File: src/rtl/hyperbus_pkg.sv
// rtl/hyperbus_pkg.sv - state encoding and command-address helpers shared by hyperbus_ctrl
package hyperbus_pkg;

    typedef enum logic [5:0] {
        S_IDLE    = 6'b000001,
        S_CA      = 6'b000010,
        S_LAT     = 6'b000100,
        S_WDATA   = 6'b001000,
        S_RDATA   = 6'b010000,
        S_RECOVER = 6'b100000
    } hb_state_t;

    localparam int CA_RW_BIT    = 47;
    localparam int CA_AS_BIT    = 46;
    localparam int CA_BURST_BIT = 45;
    localparam int CA_ROW_MSB   = 44;
    localparam int CA_ROW_LSB   = 16;
    localparam int CA_COL_MSB   = 2;

    localparam logic CMD_READ  = 1'b1;
    localparam logic CMD_WRITE = 1'b0;

    // Row/upper address in CA[44:16], word-within-half-page in CA[2:0].
    function automatic logic [47:0] ca_build(input logic rw, input logic [31:0] adr);
        logic [47:0] ca;
        ca                        = '0;
        ca[CA_RW_BIT]             = rw;
        ca[CA_AS_BIT]             = 1'b0;
        ca[CA_BURST_BIT]          = 1'b1;
        ca[CA_ROW_MSB:CA_ROW_LSB] = adr[31:3];
        ca[CA_COL_MSB:0]          = adr[2:0];
        return ca;
    endfunction

endpackage

File: src/rtl/hyperbus_ctrl.sv
// rtl/hyperbus_ctrl.sv - native memory interface to HyperBus PHY transaction controller
module hyperbus_ctrl
    import hyperbus_pkg::*;
#(
    parameter int ADDR_WIDTH = 32,
    parameter int DATA_WIDTH = 16,
    parameter int LATENCY    = 6,
    parameter int CSHI       = 2,
    parameter int RD_TIMEOUT = 64
) (
    input  logic                  hbus_clk,
    input  logic                  hbus_rst,
    input  logic [ADDR_WIDTH-1:0] hbus_adr_i,
    input  logic [DATA_WIDTH-1:0] hbus_dat_i,
    output logic [DATA_WIDTH-1:0] hbus_dat_o,
    input  logic                  hbus_rrq,
    input  logic                  hbus_wrq,
    output logic                  hbus_ready,
    output logic                  hbus_valid,
    output logic                  hbus_busy,
    output logic                  hbus_err,
    output logic                  phy_cs_n,
    output logic                  phy_ck_en,
    output logic [DATA_WIDTH-1:0] phy_dq_o,
    output logic                  phy_dq_oe,
    output logic [1:0]            phy_rwds_o,
    output logic                  phy_rwds_oe,
    input  logic                  phy_rwds_i,
    input  logic [DATA_WIDTH-1:0] phy_dq_i,
    input  logic                  phy_dq_valid
);

    localparam int LAT_W = $clog2(2*LATENCY+1);
    localparam int TO_W  = $clog2(RD_TIMEOUT+1);

    hb_state_t             r_state, w_state;
    logic [LAT_W-1:0]      r_cnt, w_cnt;
    logic [TO_W-1:0]       r_tcnt, w_tcnt;
    logic [31:0]           r_ca, w_ca;
    logic                  r_rd, w_rd;
    logic                  r_dbl, w_dbl;
    logic                  r_cs_n, w_cs_n;
    logic                  r_ck_en, w_ck_en;
    logic                  r_busy, w_busy;
    logic [DATA_WIDTH-1:0] r_dq_o, w_dq_o;
    logic                  r_dq_oe, w_dq_oe;
    logic [1:0]            r_rwds_o, w_rwds_o;
    logic                  r_rwds_oe, w_rwds_oe;
    logic                  r_ready, w_ready;
    logic                  r_valid, w_valid;
    logic                  r_err, w_err;
    logic [DATA_WIDTH-1:0] r_dat_o, w_dat_o;
    logic                  w_consume, w_to_rec;
    logic [LAT_W-1:0]      w_lat;
    logic [47:0]           w_ca_new;

    assign w_lat    = r_dbl ? LAT_W'(2*LATENCY) : LAT_W'(LATENCY);
    assign w_ca_new = ca_build(hbus_rrq ? CMD_READ : CMD_WRITE, 32'(hbus_adr_i));

    always_comb begin
        w_state   = r_state;
        w_cnt     = r_cnt;
        w_tcnt    = r_tcnt;
        w_ca      = r_ca;
        w_rd      = r_rd;
        w_dbl     = r_dbl;
        w_cs_n    = r_cs_n;
        w_ck_en   = r_ck_en;
        w_busy    = r_busy;
        w_dq_o    = r_dq_o;
        w_dq_oe   = r_dq_oe;
        w_rwds_o  = 2'b00;
        w_rwds_oe = 1'b0;
        w_ready   = r_ready;
        w_valid   = 1'b0;
        w_err     = 1'b0;
        w_dat_o   = r_dat_o;
        w_consume = 1'b0;
        w_to_rec  = 1'b0;

        case (r_state)
            S_IDLE: begin
                if ((hbus_rrq || hbus_wrq) && !r_busy) begin
                    w_state = S_CA;
                    w_ca    = w_ca_new[31:0];
                    w_rd    = hbus_rrq ? CMD_READ : CMD_WRITE;
                    w_cnt   = '0;
                    w_busy  = 1'b1;
                    w_cs_n  = 1'b0;
                    w_ck_en = 1'b1;
                    w_dq_o  = w_ca_new[47:32];
                    w_dq_oe = 1'b1;
                end
            end
            S_CA: begin
                w_cnt = r_cnt + LAT_W'(1);
                if (r_cnt == LAT_W'(0)) begin
                    w_dbl  = phy_rwds_i;
                    w_dq_o = r_ca[31:16];
                end else if (r_cnt == LAT_W'(1)) begin
                    w_dq_o = r_ca[15:0];
                end else begin
                    w_dq_o  = '0;
                    w_dq_oe = 1'b0;
                    w_cnt   = LAT_W'(1);
                    if (r_rd == CMD_READ) begin
                        w_state = S_RDATA;
                        w_tcnt  = '0;
                    end else begin
                        w_state = S_LAT;
                        w_ready = hbus_wrq && (w_lat == LAT_W'(1));
                    end
                end
            end
            S_LAT: begin
                // ready is raised one cycle early so the first word is taken on the LAT->WDATA edge
                if (r_cnt == w_lat) begin
                    if (r_ready && hbus_wrq) begin
                        w_consume = 1'b1;
                        w_state   = S_WDATA;
                    end else if (r_ready) begin
                        w_to_rec = 1'b1;
                    end else begin
                        w_state = S_WDATA;
                        w_ready = 1'b1;
                    end
                end else begin
                    w_cnt   = r_cnt + LAT_W'(1);
                    w_ready = hbus_wrq && ((r_cnt + LAT_W'(1)) == w_lat);
                end
            end
            S_WDATA: begin
                if (hbus_wrq) w_consume = 1'b1;
                else          w_to_rec  = 1'b1;
            end
            S_RDATA: begin
                if (phy_dq_valid) begin
                    if (hbus_rrq) begin
                        w_dat_o = phy_dq_i;
                        w_valid = 1'b1;
                        w_tcnt  = '0;
                    end else begin
                        w_to_rec = 1'b1;
                    end
                end else if (r_tcnt == TO_W'(RD_TIMEOUT-1)) begin
                    w_err    = 1'b1;
                    w_tcnt   = TO_W'(RD_TIMEOUT);
                    w_to_rec = 1'b1;
                end else begin
                    w_tcnt = r_tcnt + TO_W'(1);
                end
            end
            S_RECOVER: begin
                if (r_cnt >= LAT_W'(CSHI)) begin
                    w_state = S_IDLE;
                    w_busy  = 1'b0;
                    w_cnt   = '0;
                end else begin
                    w_cnt = r_cnt + LAT_W'(1);
                end
            end
            default: w_to_rec = 1'b1;
        endcase

        if (w_consume) begin
            w_dq_o    = hbus_dat_i;
            w_dq_oe   = 1'b1;
            w_rwds_oe = 1'b1;
            w_rwds_o  = 2'b00;
        end
        if (w_to_rec) begin
            w_state   = S_RECOVER;
            w_cnt     = LAT_W'(1);
            w_cs_n    = 1'b1;
            w_ck_en   = 1'b0;
            w_dq_o    = '0;
            w_dq_oe   = 1'b0;
            w_rwds_oe = 1'b0;
            w_ready   = 1'b0;
        end
    end

    always_ff @(posedge hbus_clk or posedge hbus_rst) begin
        if (hbus_rst) begin
            r_state   <= S_IDLE;
            r_cnt     <= '0;
            r_tcnt    <= '0;
            r_ca      <= '0;
            r_rd      <= 1'b0;
            r_dbl     <= 1'b0;
            r_cs_n    <= 1'b1;
            r_ck_en   <= 1'b0;
            r_busy    <= 1'b0;
            r_dq_o    <= '0;
            r_dq_oe   <= 1'b0;
            r_rwds_o  <= 2'b00;
            r_rwds_oe <= 1'b0;
            r_ready   <= 1'b0;
            r_valid   <= 1'b0;
            r_err     <= 1'b0;
            r_dat_o   <= '0;
        end else begin
            r_state   <= w_state;
            r_cnt     <= w_cnt;
            r_tcnt    <= w_tcnt;
            r_ca      <= w_ca;
            r_rd      <= w_rd;
            r_dbl     <= w_dbl;
            r_cs_n    <= w_cs_n;
            r_ck_en   <= w_ck_en;
            r_busy    <= w_busy;
            r_dq_o    <= w_dq_o;
            r_dq_oe   <= w_dq_oe;
            r_rwds_o  <= w_rwds_o;
            r_rwds_oe <= w_rwds_oe;
            r_ready   <= w_ready;
            r_valid   <= w_valid;
            r_err     <= w_err;
            r_dat_o   <= w_dat_o;
        end
    end

    assign hbus_dat_o  = r_dat_o;
    assign hbus_ready  = r_ready;
    assign hbus_valid  = r_valid;
    assign hbus_busy   = r_busy;
    assign hbus_err    = r_err;
    assign phy_cs_n    = r_cs_n;
    assign phy_ck_en   = r_ck_en;
    assign phy_dq_o    = r_dq_o;
    assign phy_dq_oe   = r_dq_oe;
    assign phy_rwds_o  = r_rwds_o;
    assign phy_rwds_oe = r_rwds_oe;

endmodule
File: config.mk
export PLATFORM = sky130hd
export DESIGN_NAME = hyperbus_ctrl
export DESIGN_NICKNAME = d
export VERILOG_FILES = /design/src/rtl/hyperbus_pkg.sv /design/src/rtl/hyperbus_ctrl.sv
export SDC_FILE = /design/constraint.sdc
export NUM_CORES = 1
export LEC_CHECK = 0
export CAP_MARGIN = 30
export CORE_MARGIN = 8
export CORE_UTILIZATION = 52
export DETAILED_ROUTE_END_ITERATION = 10
export HOLD_SLACK_MARGIN = 0.08
export PLACE_DENSITY_LB_ADDON = 0.05
export SLEW_MARGIN = 10
export SYNTH_ARGS = -nofsm -noshare
export SYNTH_HDL_FRONTEND = slang
export SYNTH_SLANG_ARGS = --single-unit
File: constraint.sdc
create_clock -name hbus_clk -period 4.6 [get_ports hbus_clk]
set_clock_uncertainty 0.05 [all_clocks]
set_input_delay 0.46 -clock hbus_clk [delete_from_list [all_inputs] [get_ports hbus_clk]]
set_output_delay 0.46 -clock hbus_clk [all_outputs]
set_load 0.03 [all_outputs]
==> metrics.txt, run 1 <==
run status=finished clean; Register-to-Register Path Depth=6; Crit-path slowest cell=or4_1; vias post-DR=3,535; core area=7610 µm²; Seq/Total Area, Yosys=48.9%; clk buf depth=2; Bufs and invs on worst path=1; initial core utilization=52.6%; WS Path Type=reg2reg; cts repair resizes=0; Total GRT Usage=20.6%; Worst EP required=4.73 ns; post-DP HPWL=8.10 mm; Max-Cap Viols=0; # H-tree levels=3; clock-pin slew on the worst setup and hold paths=0.09 ns; Max Freq=0.353 GHz; Avg Inst Size Synth=9.78 µm²; met3 WL post-DR=765 µm; Data arrival, critical path=2.96 ns; Yosys reg bits=78; antenna-violating nets left=0; Max Slew Vio Count=0; Sink Count=78; final core occ=71.1%; # setup viols final=0; top sig layer=met4; top-count cell post-synth=nand2_1; top cells by area, synth=dfrtp_1 (48%), nand2_1 (8.1%), mux2_2 (5.1%), a21oi_1 (2.9%), a2bb2oi_2 (2.3%); worst-path fanout max=35; Initial DRT Pass Iterations=4; Crit path max-delay family=simple AND/OR/NAND/NOR gates; crit path launch type=register; I/O Buffers=109; GPL Wtd Cong=0.921; hold_buf cts=0; CP max stage delay=0.62 ns; unique cell type count in the Yosys netlist=66; Die Y=104 µm; RSZ-0062 raised after global routing=false; Fillers=585; instance count on the critical path=6; vias per cell=5.69; most frequent CP cell=or3_1; share of layout cells above drive strength 1=12.1%; Layout Nets=589; met2 routed WL=5.47 mm; Layout area overhead=35.2%; Die X=104 µm; CTS tree=yes; total CTS buffers=9; Final Hold Fails=0; Leak Pwr=2.42 nW; worst path cell trace=or4_1, or3_1, buf_4, nand2_2, or3_1, a31oi_1; Wirelength per Cell=17.6 µm; setup TNS=0 ns; first-pass GRT wire length=18.3 mm; Rows=32; Slew headroom=41.5%; total I/O pin count=112; wl on met1=4.54 mm; Residual DRC=0; largest net degree at the start of global routing=44; Reg-to-Reg Start=r_state[5]$_DFFE_PP0P_; min Tclk post-route=2.83 ns; grt total ovfl=0; yosys warns=0; CTS Root Cell=clkbuf_8; power per cell area=553 nW/µm²; Main synth FF type=dfrtp_1; initial antenna violation count=0; worst min path class=in2async; DRT iter0 DRCs=201; Worst setup EP type=register; Post-synth ARST share=100%; vias in the first global route=3,739; Commonest cells post-synth=nand2_1 (86), dfrtp_1 (76), a21oi_1 (23); cell taking the most area after synthesis=dfrtp_1; Total Wirelength=10.9 mm; total die area=10,800 µm²; Antenna diodes=0; Mapped Area=4000 µm²; Worst Max-Slew Pin Slew=0.872 ns; Crit. Startpoint=r_state[5]$_DFFE_PP0P_; area fraction of the dominant cell type after synthesis=47.5%; Post-synth EDFFs=0; Max VDD drop=319 µV; # Post-CTS Setup Buffers=0; Post-Syn Instances=409; Tcrit/Tclk final=61.5%; Clock Latency Late Sink=0.34 ns
==> worst reg2reg max path, cell delays in order (launching register included) <==
cell	delay, ns
dfrtp_1	0.52
or4_1	0.62
or3_1	0.37
buf_4	0.25
nand2_2	0.14
or3_1	0.57
a31oi_1	0.15
==> registers in the layout (all words and copies together) (netlist names), 4 cells and up <==
register    cells
r_tcnt          7
phy_dq_o       16
r_state         6
r_ca           19
r_cnt           4
hbus_dat_o     16
==> worst paths after layout <==
kind,endpoint,slack (ns)
min reg2reg,r_ca[1]$_DFFE_PP0P_,0.43
max reg2reg,phy_dq_o[0]$_DFFE_PP0P_,1.77
max in group asynchronous,phy_cs_n$_DFFE_PP1P_,3.20
max,phy_dq_o[0]$_DFFE_PP0P_,1.77
min in group hbus_clk,r_ca[1]$_DFFE_PP0P_,0.43
min,hbus_dat_o[9]$_DFFE_PP0P_,0.31
==> layout by cell type, fill, tap and decap left out, drive strengths merged, types with 11 or more instances in the layout <==
cell,netlist,final
clkdlybuf4s50,0,109
nand2,87,87
dfrtp,76,76
a21oi,23,23
nor2,22,22
mux2,18,18
o21ai,15,15
or4,12,12
clkbuf,10,11
inv,8,11
a2bb2oi,11,11
==> area by class of cell <==
type                    count  area [µm²]  share of cell area, %
clock buffers              11         151                   2.80
clock inverters             5        86.3                   1.60
inverters                   8        30.0                  0.555
multi-input cells         302        1910                   35.3
flip-flops and latches     78        1950                   36.1
well taps                 102         128                   2.36
repair buffers            115        1150                   21.2
==> logic make-up (layout without fill, tap and decap cells) <==
kind of cell,Yosys count,count (layout),synth area share [%]
fa+ha+maj,5,5,1.56
flops,78,78,48.9
compound gates,92,92,17.2
other cells,1,2,0.0937
xor+xnor,1,1,0.219
buf+inv,30,139,3.60
mux,21,21,5.82
simple gates,181,181,22.7
==> per-stage QoR <==
stage	total power, mW	setup WS [ns]	std cells	hold slack, ns	area [µm²]
floorplan	1.97	2.10	410	0.395	4000
global placement	2.35	1.66	603	0.408	5140
detailed placement	2.39	1.59	604	0.412	5150
CTS	3.00	1.77	620	0.433	5390
global route	3.18	1.63	621	0.325	5410
finish	2.99	1.77	621	0.309	5410
==> metal layers <==
layer	vias up	global-route usage, %
met2	125	34.2
met3	14	5.45
met1	1711	25.0
met4	0	7.86
met5	-	0
li1	1685	-
==> report_power, final <==
group | switching [mW] | internal [mW] | leakage (nW)
registers | 0.173 | 0.891 | 1.01
clock network | 0.262 | 0.342 | 0.121
logic | 0.721 | 0.600 | 1.28
total | 1.16 | 1.83 | 2.42
Power figures use the tool's default switching activity.
==> run 2, diff against run 1 <==
CORE_UTILIZATION = 44   (was 52)
clock period = 2.6 ns   (was 4.6 ns; I/O delays follow)
==> metrics.txt, run 2 (synthesized netlist as in run 1, its figures left out) <==
Die Y=111 µm (was 104 µm); Fillers=769 (was 585); clock-pin slew on the worst setup and hold paths=0.08 ns (was 0.09 ns); Leak Pwr=2.47 nW (was 2.42 nW); Register-to-Register Path Depth=7 (was 6); Tcrit/Tclk final=94.7% (was 61.5%); placed inst area=5300 µm² (was 5150 µm²); most frequent cells in the layout=clkdlybuf4s50_1 (109), nand2_1 (86), dfrtp_1 (76) (unchanged); WS Path Type=reg2reg (unchanged); Clock Latency Late Sink=0.35 ns (was 0.34 ns); Setup crit end=r_cnt[2]$_DFFE_PP0P_ (was phy_dq_o[0]$_DFFE_PP0P_); Slew headroom=55.2% (was 41.5%); clock group share of total power=18.9% (was 20.2%); Antenna diodes=0 (unchanged); commonest non-fill, non-tap cell in the layout=clkdlybuf4s50_1 (unchanged); hold_buf cts=0 (unchanged); Max Slew Vio Count=0 (unchanged); Worst setup EP type=register (unchanged); Comb power frac=46.4% (was 44.2%); CTS Root Cell=clkbuf_8 (unchanged); Layout area overhead=38.2% (was 35.2%); # Post-CTS Setup Buffers=0 (unchanged); GPL Wtd Cong=0.888 (was 0.921); total CTS buffers=9 (unchanged); # setup viols final=0 (unchanged); Sw Pwr=2.05 mW (was 1.16 mW); register area=1950 µm² (unchanged); cell-internal power=3.30 mW (was 1.83 mW); largest net degree at the start of global routing=59 (was 44); Sequential Power Share=34.7% (was 35.6%); Residual DRC=0 (unchanged); Final Hold Fails=0 (unchanged); total I/O pin count=112 (unchanged); run status=finished clean (unchanged); power per cell area=968 nW/µm² (was 553 nW/µm²); Total Wirelength=11.4 mm (was 10.9 mm); share of layout cells above drive strength 1=14.3% (was 12.1%); core area=8760 µm² (was 7610 µm²); Layout Nets=603 (was 589); Sink Count=78 (unchanged); min Tclk post-route=2.46 ns (was 2.83 ns); Initial DRT Pass Iterations=4 (unchanged); DRT iter0 DRCs=236 (was 201); Data arrival, critical path=2.65 ns (was 2.96 ns); vias post-DR=3,536 (was 3,535); antenna-violating nets left=0 (unchanged); setup TNS=0 ns (unchanged); cell area after layout=5530 µm² (was 5410 µm²); Die X=111 µm (was 104 µm); Crit-path slowest cell=o41ai_1 (was or4_1); Bufs and invs on worst path=1 (unchanged); CTS tree=yes (unchanged); Rows=34 (was 32); grt total ovfl=0 (unchanged); total die area=12,400 µm² (was 10,800 µm²); Crit path max-delay family=compound AO/OA/AOI/OAI gates (was simple AND/OR/NAND/NOR gates); I/O Buffers=109 (unchanged); switch share=38.3% (was 38.7%); Wirelength per Cell=17.8 µm (was 17.6 µm); crit path launch type=register (unchanged); CP max stage delay=0.51 ns (was 0.62 ns); Worst EP required=2.79 ns (was 4.73 ns); worst min path class=in2async (unchanged); RSZ-0062 raised after global routing=false (unchanged); Max VDD drop=540 µV (was 319 µV); post-DP HPWL=8.55 mm (was 8.10 mm); Worst R2R End=r_cnt[2]$_DFFE_PP0P_ (was phy_dq_o[0]$_DFFE_PP0P_); clk buf depth=2 (unchanged); worst path cell trace=ha_1, nand3_1, o41ai_1, a32o_2, buf_4, a221oi_2, a221o_1 (was or4_1, or3_1, buf_4, nand2_2, or3_1, a31oi_1); flop2flop setup slack=0.14 ns (was 1.77 ns); # H-tree levels=3 (unchanged); initial core utilization=45.6% (was 52.6%); instance count on the critical path=7 (was 6); vias per cell=5.52 (was 5.69); Worst Max-Slew Pin Slew=0.665 ns (was 0.872 ns); first-pass GRT wire length=18.9 mm (was 18.3 mm); worst-path fanout max=15 (was 35); multi-input logic area=1920 µm² (was 1910 µm²); initial antenna violation count=0 (unchanged); largest register by flop count=r_ca (unchanged); Hold WS=0.150 ns (was 0.309 ns); Reg-to-Reg Start=r_tcnt[0]$_DFFE_PP0P_ (was r_state[5]$_DFFE_PP0P_); Max Freq=0.406 GHz (was 0.353 GHz); Crit. Startpoint=r_tcnt[0]$_DFFE_PP0P_ (was r_state[5]$_DFFE_PP0P_); final core occ=63.1% (was 71.1%); Total GRT Usage=18.6% (was 20.6%); vias in the first global route=3,714 (was 3,739); cts repair resizes=0 (unchanged); max reg flops=19 (unchanged); Max-Cap Viols=0 (unchanged)
run 2: cell count changes in the layout (fill, tap and decap cells not counted), sizes merged:
| cell | change |
|---|---|
| buf | +14 |
| clkinv | +1 |
| clkinvlp | +3 |
| inv | -4 |
run 2: area by class of cell:
type                       instances  share of cell area (%)
clock buffer                      11                    2.56
clock inverter                     5                    1.49
inverter                           8                   0.566
multi-input combinational        302                    34.7
sequential                        78                    35.4
tap                              108                    2.44
timing repair buffer             129                    22.9
run 2: per-layer routing:
layer | routed length [µm] | up-vias | track usage (%)
met5 | 0 | - | 0
met4 | 216 | 0 | 8.18
met3 | 664 | 18 | 4.35
met2 | 5310 | 123 | 29.3
met1 | 5230 | 1684 | 23.9
li1 | - | 1711 | -
run 2: how the worst min path moves through the flow:
stage	start	to	slack (ns)
2_1_floorplan	hbus_adr_i[0]	r_ca[0]$_DFFE_PP0P_	0.32
3_3_place_gp	r_ca[26]$_DFFE_PP0P_	r_ca[26]$_DFFE_PP0P_	0.41
3_5_place_dp	r_ca[26]$_DFFE_PP0P_	r_ca[26]$_DFFE_PP0P_	0.41
4_1_cts	hbus_rst	hbus_dat_o[2]$_DFFE_PP0P_	0.16
5_1_grt	hbus_rst	hbus_dat_o[13]$_DFFE_PP0P_	0.18
6_report	hbus_rst	hbus_dat_o[13]$_DFFE_PP0P_	0.15
run 2: through the flow:
stage / total power [mW] / cells / worst slack (ns)
final: 5.35 / 641 / 0.138
after global routing: 5.70 / 641 / 0.0208
after CTS: 5.38 / 641 / 0.137
after detailed placement: 4.35 / 625 / 0.133
after global placement: 4.30 / 625 / 0.170
after floorplan: 3.48 / 410 / 0.298
run 2: worst register-to-register path, delay by kind of cell, from the launching register on:
kind | cells | cell delay (ns)
compound gates | 4 | 1.33
flops | 1 | 0.38
fa+ha+maj | 1 | 0.23
buf+inv | 1 | 0.21
simple gates | 1 | 0.15
run 2: power groups by stage:
stage | Combinational [mW] | Clock [mW] | Sequential [mW]
after detailed placement | 2.48 | 0 | 1.87
after global routing | 2.70 | 1.09 | 1.91
after global placement | 2.45 | 0 | 1.86
after CTS | 2.49 | 1.04 | 1.85
final | 2.48 | 1.01 | 1.86
after floorplan | 1.40 | 0 | 2.07
==> run 3, diff against run 2 <==
CORE_UTILIZATION = 55   (was 44)
DONT_BUFFER_PORTS = 1   (was default)
==> metrics.txt, run 3 (synthesized netlist as in run 1, its figures left out) <==
Max Slew Vio Count=0 (unchanged); Worst setup EP type=register (unchanged); Max-Cap Viols=0 (unchanged); Worst EP required=2.84 ns (was 2.79 ns); Data arrival, critical path=2.64 ns (was 2.65 ns); cell area after layout=4890 µm² (was 5530 µm²); min-delay src=hbus_adr_i[23]; clk buf depth=2 (unchanged); Rows=31 (was 34); CTS Root Cell=clkbuf_8 (unchanged); WS Path Type=reg2reg (unchanged); Register-to-Register Path Depth=6 (was 7); Crit path max-delay family=simple AND/OR/NAND/NOR gates (was compound AO/OA/AOI/OAI gates); RSZ-0062 raised after global routing=false (unchanged); grt total ovfl=0 (unchanged); total I/O pin count=112 (unchanged); crit path launch type=register (unchanged); initial antenna violation count=0 (unchanged); max reg flops=19 (unchanged); first-pass GRT wire length=17.9 mm (was 18.9 mm); clock-pin slew on the worst setup and hold paths=0.09 ns (was 0.08 ns); vias in the first global route=3,404 (was 3,714); Slew headroom=56.2% (was 55.2%); Tcrit/Tclk final=92.6% (was 94.7%); initial core utilization=56.0% (was 45.6%); total die area=10,300 µm² (was 12,400 µm²); Bufs and invs on worst path=1 (unchanged); register area=1950 µm² (unchanged); Crit. Startpoint=r_state[1]$_DFFE_PP0P_ (was r_tcnt[0]$_DFFE_PP0P_); # Post-CTS Setup Buffers=0 (unchanged); CTS tree=yes (unchanged); Max Freq=0.415 GHz (was 0.406 GHz); # setup viols final=0 (unchanged); DRT iter0 DRCs=192 (was 236); Crit-path slowest cell=or4_1 (was o41ai_1); Antenna diodes=0 (unchanged); Layout Nets=547 (was 603); share of layout cells above drive strength 1=16.1% (was 14.3%); vias post-DR=3,357 (was 3,536); post-DP HPWL=7.65 mm (was 8.55 mm); Clock Latency Late Sink=0.35 ns (about the same); multi-input logic area=1910 µm² (was 1920 µm²); WHS Path Cells=3; most frequent cells in the layout=nand2_1 (86), dfrtp_1 (76), dlygate4sd3_1 (53) (was clkdlybuf4s50_1 (109), nand2_1 (86), dfrtp_1 (76)); Reg-to-Reg Start=r_state[1]$_DFFE_PP0P_ (was r_tcnt[0]$_DFFE_PP0P_); Layout area overhead=22.3% (was 38.2%); Residual DRC=0 (unchanged); Sink Count=78 (unchanged); Max VDD drop=560 µV (was 540 µV); Die Y=101 µm (was 111 µm); Wirelength per Cell=19.3 µm (was 17.8 µm); GPL Wtd Cong=0.879 (was 0.888); antenna-violating nets left=0 (unchanged); Final Hold Fails=0 (unchanged); # H-tree levels=3 (unchanged); vias per cell=5.83 (was 5.52); worst path cell trace=nor3_2, nand3_1, a32o_2, buf_4, or4_1, a2bb2oi_2 (was ha_1, nand3_1, o41ai_1, a32o_2, buf_4, a221oi_2, a221o_1); setup TNS=0 ns (unchanged); Fillers=584 (was 769); instance count on the critical path=6 (was 7); largest register by flop count=r_ca (unchanged); Die X=101 µm (was 111 µm); Total GRT Usage=22.4% (was 18.6%); commonest non-fill, non-tap cell in the layout=nand2_1 (was clkdlybuf4s50_1); largest net degree at the start of global routing=63 (was 59); cts repair resizes=0 (unchanged); core area=7140 µm² (was 8760 µm²); Initial DRT Pass Iterations=4 (unchanged); total CTS buffers=9 (unchanged); worst-path fanout max=17 (was 15); I/O Buffers=0 (was 109); placed inst area=4180 µm² (was 5300 µm²); run status=finished clean (unchanged); worst min path class=in2reg (was in2async); min Tclk post-route=2.41 ns (was 2.46 ns); Leak Pwr=2.26 nW (was 2.47 nW); power per cell area=991 nW/µm² (was 968 nW/µm²); Total Wirelength=11.1 mm (was 11.4 mm); CP max stage delay=0.55 ns (was 0.51 ns); Worst Max-Slew Pin Slew=0.650 ns (was 0.665 ns)
==> run 3: cell types whose count changed in the layout (fill, tap and decap cells not counted) <==
cell,delta
buf_4,+1
clkinv_2,+1
nor3_2,+1
buf_12,-1
inv_6,+3
dlygate4sd3_1,+53
bufinv_16,-2
nor3_4,-1
clkinv_4,+1
clkbuf_1,-1
clkdlybuf4s50_1,-109
clkbuf_8,-1
clkinvlp_4,-1
==> run 3: final timing paths <==
kind                            slack, ns                       to
worst max-delay path                 0.19  phy_dq_o[8]$_DFFE_PP0P_
worst min-delay path                 0.12  phy_dq_o[4]$_DFFE_PP0P_
worst max register to register       0.19  phy_dq_o[8]$_DFFE_PP0P_
worst min register to register       0.43     r_ca[29]$_DFFE_PP0P_
max in group asynchronous            1.58     phy_cs_n$_DFFE_PP1P_
min in group asynchronous            0.27    r_tcnt[5]$_DFFE_PP0P_
==> run 3: final cells by class <==
cell class | count | share of cell area (%)
Multi-Input combinational cell | 302 | 39.1
Timing Repair Buffer | 73 | 14.2
Inverter | 8 | 0.639
Clock buffer | 9 | 2.53
Sequential cell | 78 | 39.9
Tap cell | 99 | 2.53
Clock inverter | 7 | 1.13
==> run 3: worst reg2reg max path, cell delays in order (launching register included) <==
cell and delay (ns):
dfrtp_1 0.47, nor3_2 0.41, nand3_1 0.23, a32o_2 0.30, buf_4 0.19, or4_1 0.55, a2bb2oi_2 0.15
==> run 3: per-layer routing <==
metal / global-route usage (%) / routed length, µm / part of all wire [%] / vias to the layer above
li1: - / - / - / 1603
met4: 7.22 / 131 / 1.2 / 0
met2: 36.3 / 5350 / 48 / 118
met1: 26.5 / 4620 / 42 / 1623
met3: 8.80 / 1000 / 9.0 / 13
met5: 0 / 0 / 0 / -
==> run 3: power breakdown <==
group	switching, mW	internal (mW)	leakage, nW	total [mW]
Combinational	0.945	0.877	1.16	1.82
Sequential	0.622	1.57	1.01	2.19
Clock	0.479	0.356	0.0866	0.835
==> run 3: stage by stage <==
step           util (%)  std cells  hold WS, ns  power (mW)  worst slack, ns
4_1_cts            68.5        576        0.102        4.86            0.199
6_report           68.5        576        0.115        4.85            0.192
2_1_floorplan         -        410        0.315        3.48            0.298
3_5_place_dp       58.6        507       0.0586        3.96            0.200
3_3_place_gp       58.6        507       0.0554        3.91            0.251
5_1_grt            68.5        576        0.111        5.16           0.0463
==> run 3: repair_timing <==
item / CTS / global route
hold buffers: 53 / 0
hold endpoints to repair: 129 / 0
setup endpoints to repair: 0 / 0
==> edit: new RTL, config.mk and constraints of run 2 <==
The 6 states of `hb_state_t` get a binary encoding in 3 bits.
--- a/src/rtl/hyperbus_pkg.sv
+++ b/src/rtl/hyperbus_pkg.sv
@@ -1,13 +1,13 @@
 // rtl/hyperbus_pkg.sv - state encoding and command-address helpers shared by hyperbus_ctrl
 package hyperbus_pkg;
 
-    typedef enum logic [5:0] {
-        S_IDLE    = 6'b000001,
-        S_CA      = 6'b000010,
-        S_LAT     = 6'b000100,
-        S_WDATA   = 6'b001000,
-        S_RDATA   = 6'b010000,
-        S_RECOVER = 6'b100000
+    typedef enum logic [2:0] {
+        S_IDLE    = 3'd0,
+        S_CA      = 3'd1,
+        S_LAT     = 3'd2,
+        S_WDATA   = 3'd3,
+        S_RDATA   = 3'd4,
+        S_RECOVER = 3'd5
     } hb_state_t;
 
     localparam int CA_RW_BIT    = 47;
Function: same outputs for any inputs over 4 cycles, from zero or initial values and one cycle with hbus_rst high; so few cycles prove little.
==> edit against run 2 <==
Worst setup slack improved by 0.15 ns. Die area down 7.4%. Wire length decreased by 10%. Design area is 5.6% lower. Sequential cell count shrank 3. Synthesized area down 8.6%. Power grew 16%. Critical path type unchanged. Critical endpoint is now r_tcnt[3]$_DFFE_PP0P_. Largest power group unchanged. Highest routed layer unchanged.
==> edit: results (changes against run 2) <==
| Metric | Value |
|---|---|
| DR iter-0 viols | 135 (-43%) |
| Number of signal-net buffers in the layout | 134 (+3.9%) |
| Largest register FFs | 19 (unchanged) |
| CLK BUF | 10 (-1) |
| Global routing usage on met1 | 0.230 (-0.00928) |
| Critical Path End | r_tcnt[3]$_DFFE_PP0P_ |
| Share of layout cells above drive strength 1 | 0.143 (+0.000268) |
| Largest Register | r_ca |
| Storage cell area | 1880 µm² (-3.9%) |
| Peak supply drop | 0.581 mV (+7.5%) |
| FF-to-FF setup slack | 0.29 ns (+0.15 ns) |
| # H-tree levels | 3 (unchanged) |
| Total number of vias | 3231 (-8.6%) |
| Largest net degree at the start of global routing | 44 (-25%) |
| Vias in the first global route | 3480 (-6.3%) |
| Number of cells produced by synthesis | 368 (-10%) |
| Buffering overhead | 0.250 (+0.0209) |
| Fraction of area in registers | 0.360 (+0.00649) |
| Clock buf/inv share | 0.0415 (+0.000981) |
| Clock buffer depth | 2 (unchanged) |
| Synth top area cells | dfrtp_1, mux2_2, nand2_1, nor2_1, a221oi_1 |
| Nets | 567 (-6.0%) |
| Post-synth top cells | dfrtp_1, nand2_1, nor2_1, mux2_2 |
| Sequential fraction of the synthesis area | 0.514 (+0.0251) |
| LEAKAGE | 2.32 nW (-6.1%) |
| Worst-path maximum fanout | 9 (-6) |
| Worst r2r src | r_cnt[0]$_DFFE_PP0P_ |
| Hold WS | 0.137 ns (-0.0128 ns) |
| Avg Vias per Cell | 5.37 (-2.7%) |
| Worst slack, placed | 0.0482 ns (-0.0849 ns) |
| Filler instances | 677 (-12%) |
| Cell variety after synth | 48 (-27%) |
| Total clock sinks | 75 (-3.8%) |
| Crit path time final | 2.31 ns (-0.150 ns) |
| Worst path arrival time | 2.50 ns (-0.15 ns) |
| Final Wtd Congestion | 0.858 (-3.3%) |
| Reg2reg path depth | 8 (+1) |
| Total Routing Usage GR | 0.188 (+0.00235) |
| First-pass GRT wire length | 17.3 mm (-8.5%) |
| Die Width | 107 µm (-3.8%) |
| Max_slew headroom | 0.650 (+0.0975) |
| Invs w/o clock | 9 (+1) |
| GR Util met3 | 0.0648 (+0.0213) |
| Outcome | completed |
| Multi-input gate share of total cell area | 0.317 (-0.0299) |
| DP HPWL | 7.69 mm (-10%) |
| Async set or reset register ratio after synthesis | 1.00 (unchanged) |
| Post-DP Area | 5000 µm² (-5.6%) |
| Total routed wirelength | 10.3 mm (-10%) |
| Crit-path slowest cell | dfrtp_1 |
| Number of multi-input logic gates | 263 (-13%) |
| GR Util met2 | 0.303 (+0.00997) |
| Total placed cells including tap cells | 586 (-6.2%) |
edit: cell count changes in the layout (fill, tap and decap cells not counted), sizes merged, moves of 5 or more:
cell	change
a21oi	-14
a221oi	+10
a2bb2oi	-11
buf	+5
mux2	+7
nand2	-14
nand4	-6
nor2	+10
nor4	+9
or4	-12
edit: layer usage:
layer,up-vias,share of wire
li1,1547,-
met1,1569,0.40
met2,101,0.49
met3,14,0.087
met4,0,0.014
met5,-,0
edit: kinds of logic after synthesis:
group / share of synthesized area
adder cells (fa/ha/maj): 0.0171
AND/OR/NAND/NOR: 0.204
XOR/XNOR: 0.00719
flip-flops: 0.514
multiplexers: 0.0852
buffers and inverters: 0.0387
other: 0.00103
AO/OA/AOI/OAI: 0.133
edit: power breakdown:
group | switching, W | leakage (nW) | internal, W
logic | 0.00180 | 1.28 | 0.00146
clock network | 0.000442 | 0.103 | 0.000543
registers | 0.000294 | 0.941 | 0.00166
total | 0.00253 | 2.32 | 0.00367
